<file path="config.mk">
export PLATFORM = sky130hd
export DESIGN_NAME = mpx_sample_scheduler
export DESIGN_NICKNAME = d
export VERILOG_FILES = /design/src/rtl/mpx_pkg.sv /design/src/rtl/mpx_sched_fifo.sv /design/src/rtl/mpx_sample_scheduler.sv
export SDC_FILE = /design/constraint.sdc
export NUM_CORES = 1
export LEC_CHECK = 0
export BUFFER_PORTS_ARGS = -buffer_cell sky130_fd_sc_hd__buf_2
export CORE_MARGIN = 2
export CORE_UTILIZATION = 30
export CTS_CLUSTER_DIAMETER = 50
export DETAILED_ROUTE_END_ITERATION = 7
export PLACE_DENSITY_LB_ADDON = 0.12
export SYNTH_ARGS = -nofsm -noshare
export SYNTH_HDL_FRONTEND = slang
export SYNTH_SLANG_ARGS = --single-unit
</file>
<file path="constraint.sdc">
create_clock -name i_clk -period 4.4 [get_ports i_clk]
set_input_delay 0.88 -clock i_clk [delete_from_list [all_inputs] [get_ports i_clk]]
set_output_delay 0.88 -clock i_clk [all_outputs]
set_load 0.05 [all_outputs]
</file>
<file path="src/rtl/mpx_pkg.sv">
// Shared types for the MPX sample scheduler: FSM state encoding and the stereo sample pair.
package mpx_pkg;

    localparam logic [1:0] MPX_ST_IDLE    = 2'd0;
    localparam logic [1:0] MPX_ST_PREFILL = 2'd1;
    localparam logic [1:0] MPX_ST_ALIGN   = 2'd2;
    localparam logic [1:0] MPX_ST_RUN     = 2'd3;

    typedef enum logic [1:0] {
        StIdle    = MPX_ST_IDLE,
        StPrefill = MPX_ST_PREFILL,
        StAlign   = MPX_ST_ALIGN,
        StRun     = MPX_ST_RUN
    } mpx_sched_state_t;

    typedef struct packed {
        logic [15:0] l;
        logic [15:0] r;
    } mpx_pair_t;

endpackage

</file>
<file path="src/rtl/mpx_sched_fifo.sv">
// Synchronous single-clock FIFO of stereo pairs with fill-level output and synchronous flush.
module mpx_sched_fifo
    import mpx_pkg::*;
#(
    parameter int unsigned DEPTH = 8
) (
    input  logic                       i_clk,
    input  logic                       i_rst_n,
    input  logic                       i_flush,
    input  logic                       i_push,
    input  mpx_pair_t                  i_data,
    input  logic                       i_pop,
    output mpx_pair_t                  o_data,
    output logic                       o_full,
    output logic                       o_empty,
    output logic [$clog2(DEPTH):0]     o_level
);

    localparam int unsigned AW = $clog2(DEPTH);

    mpx_pair_t      r_mem [DEPTH];
    logic [AW-1:0]  r_wptr;
    logic [AW-1:0]  r_rptr;
    logic [AW:0]    r_level;
    logic           w_push;
    logic           w_pop;

    assign o_full  = (r_level == (AW+1)'(DEPTH));
    assign o_empty = (r_level == '0);
    assign o_level = r_level;
    assign o_data  = r_mem[r_rptr];

    assign w_push = i_push && !o_full && !i_flush;
    assign w_pop  = i_pop && !o_empty && !i_flush;

    always_ff @(posedge i_clk) begin
        if (w_push) begin
            r_mem[r_wptr] <= i_data;
        end
    end

    // Pointers wrap naturally because DEPTH is a power of two.
    always_ff @(posedge i_clk or negedge i_rst_n) begin
        if (!i_rst_n) begin
            r_wptr  <= '0;
            r_rptr  <= '0;
            r_level <= '0;
        end else if (i_flush) begin
            r_wptr  <= '0;
            r_rptr  <= '0;
            r_level <= '0;
        end else begin
            if (w_push) r_wptr <= r_wptr + AW'(1);
            if (w_pop)  r_rptr <= r_rptr + AW'(1);
            case ({w_push, w_pop})
                2'b10:   r_level <= r_level + (AW+1)'(1);
                2'b01:   r_level <= r_level - (AW+1)'(1);
                default: r_level <= r_level;
            endcase
        end
    end

endmodule

</file>
<file path="src/rtl/mpx_sample_scheduler.sv">
// Paces buffered stereo pairs to the MPX datapath at a divided rate, aligned to the pilot phase.
// Optional underrun statistics are compiled in with `define MPX_SCHED_STATS_EN.
module mpx_sample_scheduler
    import mpx_pkg::*;
#(
    parameter int unsigned FIFO_DEPTH = 8,
    parameter int unsigned DIV_WIDTH  = 16
) (
    input  logic                 i_clk,
    input  logic                 i_rst_n,
    input  logic                 i_enable,
    input  logic [DIV_WIDTH-1:0] i_div,
    input  logic                 i_pilot_sync,
    input  logic [15:0]          i_in_l,
    input  logic [15:0]          i_in_r,
    input  logic                 i_in_valid,
    output logic                 o_in_ready,
    output logic [15:0]          o_out_l,
    output logic [15:0]          o_out_r,
    output logic                 o_out_valid,
    output logic [1:0]           o_state,
    output logic                 o_underflow,
    input  logic                 i_stat_clr,
    output logic [15:0]          o_underflow_count
);

    localparam int unsigned LW = $clog2(FIFO_DEPTH) + 1;
    localparam logic [LW-1:0] HALF_LEVEL = LW'(FIFO_DEPTH / 2);

    mpx_sched_state_t     r_state;
    logic [DIV_WIDTH-1:0] r_cnt;
    logic [DIV_WIDTH-1:0] r_div_eff;
    mpx_pair_t            r_out;
    logic                 r_out_valid;

    mpx_pair_t            w_in;
    mpx_pair_t            w_head;
    logic                 w_full;
    logic                 w_empty;
    logic [LW-1:0]        w_level;
    logic [DIV_WIDTH-1:0] w_div_eff;
    logic                 w_strobe;
    logic                 w_pop;
    logic                 w_flush;

    assign w_in      = '{l: i_in_l, r: i_in_r};
    assign w_div_eff = (i_div < DIV_WIDTH'(2)) ? DIV_WIDTH'(2) : i_div;
    // Gate on i_enable so the cycle that drops enable never produces a pulse.
    assign w_strobe  = (r_state == StRun) && i_enable && (r_cnt == r_div_eff - DIV_WIDTH'(1));
    assign w_pop     = w_strobe && !w_empty;
    assign w_flush   = !i_enable && (r_state != StIdle);

    mpx_sched_fifo #(
        .DEPTH (FIFO_DEPTH)
    ) u_fifo (
        .i_clk   (i_clk),
        .i_rst_n (i_rst_n),
        .i_flush (w_flush),
        .i_push  (i_in_valid),
        .i_data  (w_in),
        .i_pop   (w_pop),
        .o_data  (w_head),
        .o_full  (w_full),
        .o_empty (w_empty),
        .o_level (w_level)
    );

    always_ff @(posedge i_clk or negedge i_rst_n) begin
        if (!i_rst_n) begin
            r_state     <= StIdle;
            r_cnt       <= '0;
            r_div_eff   <= DIV_WIDTH'(2);
            r_out       <= '0;
            r_out_valid <= 1'b0;
        end else begin
            r_out_valid <= w_strobe;
            // An empty-FIFO strobe leaves r_out alone, so the previous pair repeats.
            if (w_pop) r_out <= w_head;
            if (!i_enable) begin
                r_state <= StIdle;
                r_cnt   <= '0;
            end else begin
                unique case (r_state)
                    StIdle: begin
                        r_state <= StPrefill;
                        r_cnt   <= '0;
                    end
                    StPrefill: begin
                        if (w_level >= HALF_LEVEL) r_state <= StAlign;
                    end
                    StAlign: begin
                        if (i_pilot_sync) begin
                            r_state   <= StRun;
                            r_cnt     <= '0;
                            r_div_eff <= w_div_eff;
                        end
                    end
                    StRun: begin
                        if (w_strobe) begin
                            r_cnt     <= '0;
                            r_div_eff <= w_div_eff;
                        end else begin
                            r_cnt <= r_cnt + DIV_WIDTH'(1);
                        end
                    end
                    default: r_state <= StIdle;
                endcase
            end
        end
    end

    assign o_in_ready  = !w_full;
    assign o_out_l     = r_out.l;
    assign o_out_r     = r_out.r;
    assign o_out_valid = r_out_valid;
    assign o_state     = r_state;

`ifdef MPX_SCHED_STATS_EN
    logic        r_underflow;
    logic [15:0] r_uf_cnt;
    logic        w_underrun;

    assign w_underrun = w_strobe && w_empty;

    // A coincident clear restarts the count at 1 rather than losing the new underrun.
    always_ff @(posedge i_clk or negedge i_rst_n) begin
        if (!i_rst_n) begin
            r_underflow <= 1'b0;
            r_uf_cnt    <= '0;
        end else if (w_underrun) begin
            r_underflow <= 1'b1;
            if (i_stat_clr)                r_uf_cnt <= 16'd1;
            else if (r_uf_cnt != 16'hFFFF) r_uf_cnt <= r_uf_cnt + 16'd1;
        end else if (i_stat_clr) begin
            r_underflow <= 1'b0;
            r_uf_cnt    <= '0;
        end
    end

    assign o_underflow       = r_underflow;
    assign o_underflow_count = r_uf_cnt;
`else
    logic w_unused_stat_clr;

    assign w_unused_stat_clr = i_stat_clr;
    assign o_underflow       = 1'b0;
    assign o_underflow_count = '0;
`endif

endmodule

</file>
==> run_results.csv, run 1 <==
group,metric,value,unit
grt,grt-ovfl-total,0,
grt,track_usage,0.136,
power,powerDensity,526,mW/mm2
route,dr.pass1.iters,6,
synthesis,synth-edff-count,256,
power,p_leak,5.68,nW
floorplanning,rows,78,
synthesis,synthFlopType,"edfxtp_1",
sta,grt_setup_unrepaired,"no",
sta,hold_viol_final,0,
grt,grt_pass1_vias,7639,
grt,grtUsageMet3,0.0342,
route,drtAntennaViolNets,0,
synthesis,yosysMostFrequentCell,"edfxtp_1",
cts,cts_tree,"done",
synthesis,avgSynthCellArea,17.0,um2
critical_path,cp-start-kind,"register",
synthesis,synthArstFlopShare,0.231,
cts,clock_latency,0.57,ns
sta,fmax,259,MHz
sta,setup_tns,0,ns
sta,report.final.slew_viol_count,0,
placed_design,place_congestion,0.702,
critical_path,worstReg2RegStart,"r_div_eff[3]",
finish,utilization,0.361,
power,clock_power_share,0.391,
synthesis,yosys_warnings,0,
floorplanning,start_util,0.304,
synthesis,synth-seq-cells,333,
critical_path,critical_path.startpoint,"r_div_eff[3]",
critical_path,critPathKind,"register to register",
sta,min_period,3.86,ns
synthesis,synthTopCellsByArea,"edfxtp_1, dfrtp_1, mux4_2",
power,p_int,6.28,mW
cts,cts_root_buf,"clkbuf_16",
sta,worstMarginPinSlew,0.947,ns
sta,setup_viol,0,
power,report.power.total,8.63,mW
finish,final_cell_area,0.0164,mm2
critical_path,regToRegEndpoint,"u_fifo.o_level[3]",
synthesis,syn_area,0.0138,mm2
sta,fin_crit_sh,0.878,
floorplanning,die_area,0.0478,mm2
run,max_cap_viol_count,0,
grt,grt_pass1_wl,48100,um
power,ir_worst_vdd,289,uV
power,swShare,0.273,
synthesis,yosysSeqAreaShare,0.695,
placed_design,hpwl,17700,um
route,drc_errors,0,
grt,grtUsageMet2,0.217,
sta,maxSlewHeadroom,0.369,
finish,drive_above_1_share,0.279,
cts,holdBufCountCts,0,
power,seq_power_share,0.466,
synthesis,synth_top_area_frac,0.556,
cts,cts_buffer_depth,3,
grt,use_met1,0.184,
synthesis,ys_types,64,
cts,cts_setup_buffers,0,
grt,antenna_found_initial,4,
sta,fin_skew,0.0360,ns
route,drt_iter0_markers,412,
floorplanning,die_w,219,um
cts,clock_sinks,333,
finish,n_antenna_cell,0,
critical_path,crit_required,4.90,ns
finish,nets,993,
synthesis,synth_area_leader_cell,"edfxtp_1",
critical_path,rrSetupSlack,0.54,ns
cts,clk_pin_slew_worst_paths,0.05,ns
route,num_vias,7236,
route,viasPerCell,4.63,
floorplanning,coreArea,0.0455,mm2
power,switchingPower,2.35,mW
cts,htree_levels,2,
cts,cts_resized,0,
worst_hold_path,min-delay-path-class,"primary input to asynchronous set/reset pin",
grt,busiest_layer,"met2",
finish,area_growth,18.6,%
outcome,outcome,"completed",
power,p_comb_frac,0.143,
cts,cts_made_buffers,44,
floorplanning,pin_count,107,
grt,grt_max_degree,69,
synthesis,synth_common_cells,"edfxtp_1, dfrtp_1, mux4_2",
critical_path,reg2regPathDepth,14,
placed_design,io_buffer_count,88,
placed_design,dpl_cell_area,0.0150,mm2
synthesis,syn_inst,813,
route,wl_per_cell,20.1,um
critical_path,endpoint_kind,"register",
critical_path,crit_fanout,9,
route,wl,31500,um
critical_path,cp.arrival,4.36,ns
floorplanning,die_y,219,um
## cell type report
type                            instances  area [um2]
Clock buffer                           64        1210
Clock inverter                         17         179
Fill cell                            4407       29100
Inverter                                9        33.8
Multi-Input combinational cell        436        3990
Sequential cell                       333        9620
Tap cell                              600         751
Timing Repair Buffer                  103         618
## state kept, by name, summed over array words and instances (netlist names)
| name | flops |
|---|---|
| o_out_valid | 1 |
| u_fifo.o_level | 4 |
| o_state | 2 |
| o_out_r | 16 |
| u_fifo.r_rptr | 3 |
| u_fifo.r_mem | 256 |
| r_cnt | 16 |
| u_fifo.r_wptr | 3 |
| r_div_eff | 16 |
| o_out_l | 16 |
## power by group through the flow
stage / Combinational [mW] / Clock [mW] / Sequential, mW
after floorplan: 0.878 / 0 / 4.05
after global placement: 1.26 / 0 / 4.08
after detailed placement: 1.27 / 0 / 4.08
after CTS: 1.27 / 3.49 / 4.02
after global routing: 1.38 / 3.62 / 4.06
final: 1.23 / 3.37 / 4.02
## per-layer routing
| metal | part of all wire | wire, um |
|---|---|---|
| met1 | 0.46 | 14500 |
| met2 | 0.47 | 14700 |
| met3 | 0.048 | 1510 |
| met4 | 0.023 | 726 |
| met5 | 0.0014 | 43 |
## worst max-delay path by stage
| stage | to | slack, ns | cells past startpoint |
|---|---|---|---|
| finish | u_fifo.o_level[3] | 0.54 | 14 |
| global route | u_fifo.o_level[3] | 0.22 | 14 |
| CTS | u_fifo.o_level[3] | 0.50 | 14 |
| detailed placement | u_fifo.o_level[3] | 0.52 | 14 |
| global placement | u_fifo.o_level[3] | 0.57 | 14 |
| floorplan | u_fifo.r_mem[1][0] | 0.33 | 7 |
## worst max-delay path: stages (launching register included)
cell and delay [ns]:
dfrtp_1 0.49, or4_1 0.59, or4_1 0.42, o32ai_1 0.14, o22ai_1 0.14, nor2_1 0.14, nand3_2 0.19, nor3_1 0.27
ha_1 0.28, ha_1 0.26, a21o_1 0.17, a21oi_1 0.16, xor2_1 0.09, or3_1 0.30, a21oi_1 0.14
## stage by stage
stage / hold WS, ns / worst slack (ns) / std cells
after floorplan: 0.476 / 0.327 / 829
after global placement: 0.461 / 0.566 / 1481
after detailed placement: 0.471 / 0.523 / 1481
after CTS: 0.475 / 0.505 / 1562
after global routing: 0.504 / 0.224 / 1562
final: 0.454 / 0.538 / 1562
## kinds of logic after synthesis
kind of cell,Yosys count,synth area share
other,1,0.000271
adders and majority gates,12,0.0114
and+or+nand+nor,172,0.0644
xor gates and xnor gates,24,0.0152
muxes,118,0.147
DFF,333,0.695
buffers and inverters,60,0.0246
AOI/OAI and AO/OA,93,0.0422
## cells in the final DEF (no fill, tap or decap), types with 3 or more instances in the layout
cell type	count
a21oi_1	14
and2_1	4
buf_12	5
buf_2	87
buf_4	11
clkbuf_1	17
clkbuf_16	44
clkbuf_8	3
clkinv_2	6
clkinvlp_4	3
conb_1	17
dfrtp_1	73
edfxtp_1	256
ha_1	11
inv_1	9
mux2_2	6
mux2_4	8
mux2i_1	40
mux4_2	64
nand2_1	60
nand2b_1	12
nand3_1	6
nand3b_1	4
nand4_1	7
nor2_1	25
nor2_4	6
nor2b_1	3
nor3_1	14
nor4_1	6
o21ai_0	28
o21ai_1	19
o2bb2ai_1	3
o31ai_1	4
or3_1	6
xnor2_1	10
xor2_1	14
Power figures use the tool's default switching activity.
==> run 2: changes to the inputs <==
CTS_BUF_LIST = sky130_fd_sc_hd__clkbuf_4   (was not set)
==> run 2 against run 1 <==
Via count is 4.9% higher. Critical path type unchanged. Wire length is 0.92% higher. Non-clock buffer count stayed put. Worst setup slack worse by 0.0013 ns. First-iteration DRC count is 10% lower.
==> run_results.csv, run 2 (synthesis gave the netlist of run 1 again) <==
group,metric,value,unit
sta,worstMarginPinSlew,0.970,ns
power,p_int,5.81,mW
floorplanning,rows,78,
route,viasPerCell,4.60,
power,report.power.total,8.09,mW
route,wl_per_cell,19.2,um
critical_path,slowest_delay,0.59,ns
finish,final_cell_area,0.0162,mm2
cts,cts_made_buffers,91,
sta,fin_skew,0.0727,ns
power,ir_worst_vdd,201,uV
floorplanning,die_w,219,um
cts,cts_root_buf,"clkbuf_4",
sta,maxSlewHeadroom,0.354,
sta,fin_crit_sh,0.878,
critical_path,critPathKind,"register to register",
power,seq_power_share,0.496,
grt,grt-ovfl-total,0,
floorplanning,coreArea,0.0455,mm2
floorplanning,die_area,0.0478,mm2
critical_path,cp.arrival,4.57,ns
critical_path,path_buf_inv,0,
critical_path,crit_fanout,9,
critical_path,crit_required,5.10,ns
grt,track_usage,0.138,
finish,fill_cells,4500,
cts,htree_levels,3,
cts,cts_tree,"done",
floorplanning,die_y,219,um
worst_hold_path,min-delay-path-class,"primary input to asynchronous set/reset pin",
power,swShare,0.282,
finish,area_growth,17.4,%
power,powerDensity,498,mW/mm2
power,switchingPower,2.28,mW
power,clock_power_share,0.351,
placed_design,post-place-ws,0.523,ns
sta,hold_viol_final,0,
cts,clock_latency,0.79,ns
power,p_comb_frac,0.152,
grt,grt_max_degree,69,
placed_design,dpl_cell_area,0.0150,mm2
critical_path,path_cells,"or4_1 -> or4_1 -> o32ai_1 -> o22ai_1 -> nor2_1 -> nand3_2 -> nor3_1 -> ha_1 -> ha_1 -> a21o_1 -> a21oi_1 -> xor2_1 -> or3_1 -> a21oi_1",
critical_path,cpLargestDelayFamily,"simple AND/OR/NAND/NOR gates",
cts,cts_setup_buffers,0,
finish,final_common_cell,"edfxtp_1",
route,dr.pass1.iters,6,
route,drc_errors,0,
cts,clock_sinks,333,
sta,min_period,3.86,ns
floorplanning,start_util,0.304,
floorplanning,pin_count,107,
critical_path,cp-start-kind,"register",
route,num_vias,7591,
cts,cts_buffer_depth,3,
placed_design,place_congestion,0.702,
route,drtAntennaViolNets,0,
cts,cts_resized,0,
critical_path,slowest_stage,"or4_1",
finish,top_register,"u_fifo.r_mem",
placed_design,io_buffer_count,88,
route,drt_iter0_markers,371,
cts,clk_pin_slew_worst_paths,0.06,ns
cts,holdBufCountCts,0,
outcome,outcome,"completed",
finish,drive_above_1_share,0.343,
grt,grt_pass1_vias,8093,
power,p_leak,5.75,nW
critical_path,endpoint_kind,"register",
finish,final_cell_mix,"edfxtp_1, clkbuf_4, buf_2",
placed_design,hpwl,17700,um
finish,largest_register_ffs,256,
sta,setup_viol,0,
grt,grt_pass1_wl,48800,um
run,max_cap_viol_count,0,
sta,fin_ws,0.536,ns
sta,grt_setup_unrepaired,"no",
sta,setup_tns,0,ns
route,wl,31700,um
grt,antenna_found_initial,5,
sta,fmax,259,MHz
sta,report.final.slew_viol_count,0,
finish,nets,1040,
==> run 2: cell count changes in the layout (fill, tap and decap cells not counted), sizes merged <==
| cell | change |
|---|---|
| bufinv | -1 |
| clkinvlp | -3 |
| clkbuf | +85 |
| clkinv | +7 |
| inv | -1 |
| diode | +3 |
==> run 2: layer usage <==
layer | global-route usage | wire length, um | part of all wire
met1 | 0.180 | 14500 | 0.46
met4 | 0.0590 | 907 | 0.029
met5 | 0 | 43 | 0.0014
met3 | 0.0355 | 1400 | 0.044
met2 | 0.219 | 14900 | 0.47
==> run 2: final timing paths <==
path / from / to / slack [ns] / cells after the start
setup / recovery: r_div_eff[3] / u_fifo.o_level[3] / 0.54 / 14
hold / removal: i_rst_n / r_cnt[4] / 0.25 / 1
setup reg to reg: r_div_eff[3] / u_fifo.o_level[3] / 0.54 / 14
hold reg to reg: o_out_r[11] / o_out_r[11] / 0.48 / 2
max in group asynchronous: i_rst_n / u_fifo.r_wptr[2] / 3.22 / 2
min in group i_clk: i_in_l[9] / u_fifo.r_mem[2][25] / 0.36 / 1
==> run 2: cell type report <==
type,count,area (um2),area share
tap,600,751,0.0462
clock inverter,19,97.6,0.00601
inverter,9,33.8,0.00208
timing repair buffer,103,618,0.0381
clock buffer,149,1120,0.0689
sequential,333,9620,0.593
multi-input combinational,436,3990,0.246
antenna,3,7.51,0.000462
==> run 2: power by group through the flow <==
| stage | Clock (mW) | Combinational [mW] | Sequential, mW |
|---|---|---|---|
| final | 2.84 | 1.23 | 4.02 |
| after global routing | 3.13 | 1.38 | 4.06 |
| after CTS | 2.99 | 1.27 | 4.02 |
| after detailed placement | 0 | 1.27 | 4.08 |
| after global placement | 0 | 1.26 | 4.08 |
| after floorplan | 0 | 0.878 | 4.05 |
==> run 2: through the flow <==
stage	hold WS, ns	std cells	util
floorplan	0.476	829	-
global placement	0.461	1481	0.330
detailed placement	0.471	1481	0.330
CTS	0.183	1649	0.357
global route	0.250	1651	0.357
finish	0.249	1652	0.357
==> run 3: changes to the inputs <==
CORE_MARGIN = not set   (was 2)
==> run 3 against run 2 <==
Count of clock-buffer cells in the layout is 5 higher. Global-route usage is 0.11 points lower. Register-to-register slack hardly changed. Sequential power hardly changed. Power is 0.49% higher. Largest power group unchanged. Non-clock buffer count is 3 higher. Utilization is 0.12 points higher. Critical path depth stayed put. Largest cell class unchanged. First-iteration DRC count is 21% higher. Clock skew is 0.013 ns lower. Wire length is 0.99% lower. Final cell count is 0.36% higher.
==> run_results.csv, run 3 (synthesis gave the netlist of run 1 again) <==
group,metric,value,unit
finish,top_register,"u_fifo.r_mem",
route,wl_per_cell,19.0,um
floorplanning,die_area,0.0470,mm2
sta,fin_skew,0.0596,ns
sta,setup_tns,0,ns
cts,clock_latency,0.79,ns
cts,htree_levels,3,
floorplanning,die_w,217,um
route,dr.pass1.iters,4,
route,drtAntennaViolNets,0,
sta,fin_crit_sh,0.877,
finish,final_common_cell,"edfxtp_1",
finish,utilization,0.358,
grt,grt_pass1_wl,47600,um
grt,antenna_found_initial,4,
critical_path,endpoint_kind,"register",
finish,fill_cells,4385,
route,wl,31400,um
power,powerDensity,500,mW/mm2
cts,holdBufCountCts,0,
finish,multi_input_area,0.00399,mm2
critical_path,slowest_stage,"dfrtp_1",
critical_path,path_cells,"nor4_4 -> and4b_1 -> mux2i_1 -> or3b_4 -> nand2_1 -> nand3_2 -> nor3_1 -> ha_1 -> ha_1 -> a21o_1 -> a21oi_1 -> xor2_1 -> or3_1 -> a21oi_1",
placed_design,io_buffer_count,88,
route,drc_errors,0,
route,drt_iter0_markers,449,
power,ir_worst_vdd,186,uV
finish,largest_register_ffs,256,
critical_path,critical_path.startpoint,"r_div_eff[3]",
sta,hold_viol_final,0,
critical_path,slowest_delay,0.49,ns
critical_path,cp-start-kind,"register",
run,max_cap_viol_count,0,
sta,worstMarginPinSlew,0.912,ns
placed_design,place_congestion,0.701,
floorplanning,start_util,0.305,
route,viasPerCell,4.59,
power,swShare,0.280,
critical_path,critPathKind,"register to register",
sta,setup_viol,0,
finish,area_growth,17.6,%
floorplanning,die_y,217,um
cts,cts_buffer_depth,3,
power,p_int,5.85,mW
power,p_leak,5.76,nW
sta,min_period,3.86,ns
route,num_vias,7612,
floorplanning,rows,78,
sta,grt_setup_unrepaired,"no",
power,switchingPower,2.28,mW
outcome,outcome,"completed",
power,p_comb_frac,0.152,
finish,seq_area,0.00962,mm2
critical_path,cp.arrival,4.54,ns
grt,grt_pass1_vias,7926,
finish,drive_above_1_share,0.346,
finish,nets,1045,
sta,maxSlewHeadroom,0.392,
critical_path,crit_required,5.08,ns
cts,clock_sinks,333,
worst_hold_path,min-delay-path-class,"primary input to asynchronous set/reset pin",
cts,cts_root_buf,"clkbuf_4",
power,report.power.total,8.13,mW
critical_path,rrSetupSlack,0.54,ns
floorplanning,pin_count,107,
placed_design,hpwl,18300,um
power,seq_power_share,0.494,
sta,report.final.slew_viol_count,0,
sta,fmax,259,MHz
cts,cts_setup_buffers,0,
cts,clk_pin_slew_worst_paths,0.07,ns
cts,cts_tree,"done",
cts,cts_made_buffers,93,
grt,track_usage,0.137,
grt,grt-ovfl-total,0,
cts,cts_resized,0,
floorplanning,coreArea,0.0454,mm2
finish,final_cell_mix,"edfxtp_1, clkbuf_4, buf_2",
critical_path,crit_fanout,9,
critical_path,worstReg2RegStart,"r_div_eff[3]",
power,clock_power_share,0.354,
grt,grt_max_degree,69,
-- run 3: power by group through the flow --
stage | clock (mW) | combinational (mW) | sequential [mW]
after floorplan | 0 | 0.878 | 4.05
after global placement | 0 | 1.26 | 4.08
after detailed placement | 0 | 1.26 | 4.09
after CTS | 3.01 | 1.27 | 4.02
after global routing | 3.18 | 1.37 | 4.06
final | 2.88 | 1.24 | 4.02
-- run 3: layer usage --
| layer | global-route usage | share of wire | up-vias |
|---|---|---|---|
| met5 | 0 | 0.0012 | - |
| li1 | - | - | 3558 |
| met2 | 0.213 | 0.47 | 179 |
| met1 | 0.178 | 0.46 | 3806 |
| met4 | 0.0613 | 0.024 | 6 |
| met3 | 0.0390 | 0.051 | 63 |
-- run 3: layout make-up --
type / count / area share
Antenna cell: 1 / 0.000154
Inverter: 9 / 0.00208
Sequential cell: 333 / 0.592
Tap cell: 600 / 0.0462
Clock inverter: 19 / 0.00539
Timing Repair Buffer: 106 / 0.0379
Multi-Input combinational cell: 436 / 0.245
Clock buffer: 154 / 0.0711
-- run 3: metrics by stage --
step | hold WS (ns) | worst slack [ns] | area [um2] | cells
2_1_floorplan | 0.476 | 0.327 | 13900 | 829
3_3_place_gp | 0.460 | 0.558 | 15000 | 1484
3_5_place_dp | 0.469 | 0.539 | 15000 | 1484
4_1_cts | 0.171 | 0.488 | 16300 | 1657
5_1_grt | 0.237 | 0.187 | 16300 | 1658
6_report | 0.238 | 0.542 | 16300 | 1658
-- run 3: final timing paths --
kind                                  endpoint  cells past startpoint
hold / removal                     o_out_r[13]                      1
setup / recovery             u_fifo.o_level[3]                     14
setup reg to reg             u_fifo.o_level[3]                     14
max in group asynchronous         r_div_eff[1]                      2
hold reg to reg                     o_out_l[1]                      2
min in group i_clk         u_fifo.r_mem[5][25]                      1
-- run 3: critical path, delay by kind of cell (launching register included) --
kind | cells | cell delay, ns
xor gates and xnor gates | 1 | 0.09
DFF | 1 | 0.49
AOI/OAI and AO/OA | 3 | 0.48
and+or+nand+nor | 7 | 2.06
muxes | 1 | 0.10
adders and majority gates | 2 | 0.56
